**src/rtl/tdm_demux_1bit.sv**
```systemverilog
// Receiver for a 1-bit TDM link: tracks frame alignment, gathers one frame of
// channel bits and publishes them in parallel, atomically, once per good frame.
module tdm_demux_1bit #(
  parameter int unsigned N_CH = 4,
  localparam int unsigned SW = $clog2(N_CH)
) (
  input  logic            clk,
  input  logic            rst,
  input  logic            strobe,
  input  logic            frame,
  input  logic            din,
  output logic [N_CH-1:0] dout,
  output logic            dout_valid,
  output logic [SW-1:0]   slot,
  output logic            locked,
  output logic            sync_err
);

  localparam logic [SW-1:0] LAST_SLOT = SW'(N_CH - 1);

  typedef enum logic [0:0] {
    HUNT = 1'b0,
    LOCK = 1'b1
  } state_t;

  state_t            state_q;
  state_t            state_n;
  logic [SW-1:0]     slot_n;
  logic [N_CH-2:0]   shadow_q;
  logic [N_CH-2:0]   shadow_n;
  logic [N_CH-1:0]   dout_n;
  logic              dout_valid_n;
  logic              sync_err_n;

  // State, slot counter, shadow frame and all outputs are registered here
  always_ff @(posedge clk) begin
    if (rst) begin
      state_q    <= HUNT;
      slot       <= '0;
      shadow_q   <= '0;
      dout       <= '0;
      dout_valid <= 1'b0;
      sync_err   <= 1'b0;
      locked     <= 1'b0;
    end else begin
      state_q    <= state_n;
      slot       <= slot_n;
      shadow_q   <= shadow_n;
      dout       <= dout_n;
      dout_valid <= dout_valid_n;
      sync_err   <= sync_err_n;
      locked     <= (state_n == LOCK);
    end
  end

  // Alignment FSM: only a strobe advances anything; pulses default low
  always_comb begin
    state_n      = state_q;
    slot_n       = slot;
    shadow_n     = shadow_q;
    dout_n       = dout;
    dout_valid_n = 1'b0;
    sync_err_n   = 1'b0;

    if (strobe) begin
      case (state_q)
        HUNT: begin
          slot_n = '0;
          if (frame) begin
            shadow_n[0] = din;
            slot_n      = SW'(1);
            state_n     = LOCK;
          end
        end

        LOCK: begin
          if (frame) begin
            // A marker mid-frame restarts the frame from this sample
            if (slot != '0) sync_err_n = 1'b1;
            shadow_n[0] = din;
            slot_n      = SW'(1);
          end else if (slot == '0) begin
            // Missing marker: alignment lost
            sync_err_n = 1'b1;
            state_n    = HUNT;
          end else if (slot == LAST_SLOT) begin
            dout_n       = {din, shadow_q};
            dout_valid_n = 1'b1;
            slot_n       = '0;
          end else begin
            for (int k = 1; k < int'(N_CH) - 1; k++) begin
              if (slot == SW'(k)) shadow_n[k] = din;
            end
            slot_n = slot + SW'(1);
          end
        end

        default: begin
          state_n = HUNT;
          slot_n  = '0;
        end
      endcase
    end
  end

endmodule
```
**config.mk**
```make
export PLATFORM = sky130hd
export DESIGN_NAME = tdm_demux_1bit
export DESIGN_NICKNAME = d
export VERILOG_FILES = /design/src/rtl/tdm_demux_1bit.sv
export SDC_FILE = /design/constraint.sdc
export NUM_CORES = 1
export LEC_CHECK = 0
export ABC_AREA = 0
export CORE_AREA = 2 2 39 41
export DETAILED_ROUTE_END_ITERATION = 12
export DIE_AREA = 0 0 41 43
export PLACE_DENSITY = 0.71
export SLEW_MARGIN = 20
export SYNTH_ARGS = -nofsm -noshare
export SYNTH_HDL_FRONTEND = slang
export SYNTH_SLANG_ARGS = --single-unit
```
**constraint.sdc**
```tcl
create_clock -name clk -period 3.85 [get_ports clk]
set_input_delay 0.385 -clock clk [delete_from_list [all_inputs] [get_ports clk]]
set_output_delay 0.385 -clock clk [all_outputs]
set_load 0.03 [all_outputs]
```
==> reports/qor.txt <==
Outcome: complete, no violations
Worst Path Arrival: 1.45 ns
Longest Clk Path Bufs: 2
Crit path time final: 1.83 ns
Measured slew at the worst slew-check pin: 0.442 ns
Max_cap viols: 0
Fmax: 0.546 GHz
CTS tree: done
I/O pin cnt: 14
Final antenna-violating net count: 0
Hold Crit Class: reg2reg
Worst Skew: 0.00156 ns
Async SR Flop Fraction: 0%
Top FF cell, synth: dfxtp_1
Htree depth: 1
CP max-delay cell: clkdlybuf4s50_1
Vias in the first global route: 404
Final worst path period share: 47.6%
Worst-path cell chain: clkdlybuf4s50_1
Leakage: 0.342 nW
CTS buffer count: 3
Via count: 456
Post-synthesis sequential area ratio: 41.6%
Final core utilization: 54.1%
Top cell type by total area after synthesis: dfxtp_1
Initial core utilization: 41.7%
Fin Setup TNS: 0 ns
Yosys reg bits: 12
Clk Latency, worst-skew pair: 0.27 ns
Peak VDD IR: 0.199 mV
Core area: 1380 um^2
# port buffers: 13
Critical path fanouts, max: 8
Total gr overflow: 0
Drt via density: 4.90
CTS Sinks: 12
CP Launch Type: flop
Die H: 43 um
Post-CTS sizing: 0
Max Slew Vio Count: 0
Drt wl/cell: 11.1 um
DRT iter0 DRCs: 8
Critical path's top delay family: buffers and inverters
Layout area overhead: 29.7%
Post-synth top area share: 41.6%
Mapped Cells: 62
Fraction of layout cells with a size suffix above 1: 5.19%
Worst EP required: 3.46 ns
First-pass DRT Iterations: 4
Synthesized area per cell: 9.30 um^2
Postcts setup bufs: 0
Nets@finish: 89
Syn_nets: 73
Max-slew headroom: 70.5%
Std cell rows: 14
WL final: 1030 um
WHS: 0.472 ns
Fill cells: 130
Area contributors post-synth: dfxtp_1, ha_1, mux2i_1
CTS clk-pin slew, worst paths: 0.07 ns
RSZ-0062 raised after global routing: false
Hold bufs inserted after CTS: 0
Worst stage delay on the critical path: 0.72 ns
Chip Width: 41 um
Crit. End Element: output port
Crit Path Class: reg2out
Global placer's final weighted congestion: 0.761
Root Driver: clkbuf_4
Area of the mapped netlist: 577 um^2
Pwr Density: 335 nW/um^2
Total Routing Usage GR: 14.9%
R2r setup slk: 2.19 ns
Syn. warnings: 0
EDFF count, synth: 0
# DRC: 0
First-pass GRT wire length: 1740 um
Total die area: 1760 um^2
Most instantiated library cell after synthesis: dfxtp_1
Fin. Hold Viols: 0
Final setup fails: 0
Largest net degree at the start of global routing: 15
Antenna violations before repair: 0
N_diodes: 0
HPWL after DPL: 770 um
CP Buf/Inv Count: 1
Synth cell count leaders: dfxtp_1, nand2_1, ha_1, mux2i_1, nor2_1
Netlist cell types: 21
==> final timing paths <==
kind,start,endpoint,depth (start not counted)
max,state_q,locked,1
min,shadow_q[0],shadow_q[0],2
max reg2reg,slot[0],dout[1],7
min reg2reg,shadow_q[0],shadow_q[0],2
==> stage by stage <==
step / instances / setup WS, ns / cell area (um^2) / total power, mW
2_1_floorplan: 62 / 2.10 / 577 / 0.145
3_3_place_gp: 89 / 2.01 / 712 / 0.155
3_5_place_dp: 89 / 1.96 / 712 / 0.155
4_1_cts: 93 / 2.01 / 748 / 0.253
5_1_grt: 93 / 1.97 / 748 / 0.263
6_report: 93 / 2.02 / 748 / 0.251
==> kinds of logic after synthesis <==
logic type | Yosys count | share of synthesized area (%)
and+or+nand+nor | 25 | 22.3
DFF | 12 | 41.6
AOI/OAI and AO/OA | 7 | 7.38
buffers and inverters | 6 | 5.20
muxes | 6 | 10.4
adders and majority gates | 6 | 13.0
==> state kept, by name, summed over array words and instances, names as in the netlist <==
signal      cells
sync_err        1
shadow_q        3
dout_valid      1
state_q         1
slot            2
dout            4
==> cell type report <==
cell class / instances / area (um^2) / share of cell area (%)
multi-input combinational: 44 / 307 / 41.0
sequential: 12 / 240 / 32.1
timing repair buffer: 13 / 130 / 17.4
clock buffer: 4 / 36.3 / 4.85
tap: 16 / 20.0 / 2.68
inverter: 4 / 15.0 / 2.01
==> layer usage <==
| metal | part of all wire, % | GRT usage (%) | wire length, um | vias up |
|---|---|---|---|---|
| met5 | 0 | 0 | 0 | - |
| met2 | 43 | 19.4 | 441 | 13 |
| met4 | 3.3 | 12.0 | 34 | 0 |
| met1 | 48 | 20.3 | 494 | 201 |
| met3 | 5.6 | 3.14 | 58 | 4 |
| li1 | - | - | - | 238 |
==> report_power, final <==
group          internal (mW)  leakage (nW)  total, mW  switching (mW)
Combinational         0.0107         0.224     0.0237          0.0130
Sequential             0.126        0.0972      0.128         0.00245
Clock                 0.0574        0.0210     0.0985          0.0411
Total                  0.194         0.342      0.251          0.0566
==> placed cells by master, fill, tap and decap left out, drive strengths merged <==
cell type	instances
a21o	1
and2	1
nand2	9
nand2b	3
o21ai	1
a21oi	3
nor4	1
ha	6
nor2	5
clkdlybuf4s50	13
nand3	1
o211ai	1
nor3b	2
mux2i	6
clkbuf	4
o31ai	1
inv	4
and4b	1
dfxtp	12
and3b	1
nand4	1
Note: power is estimated with default switching activity, not from simulation.
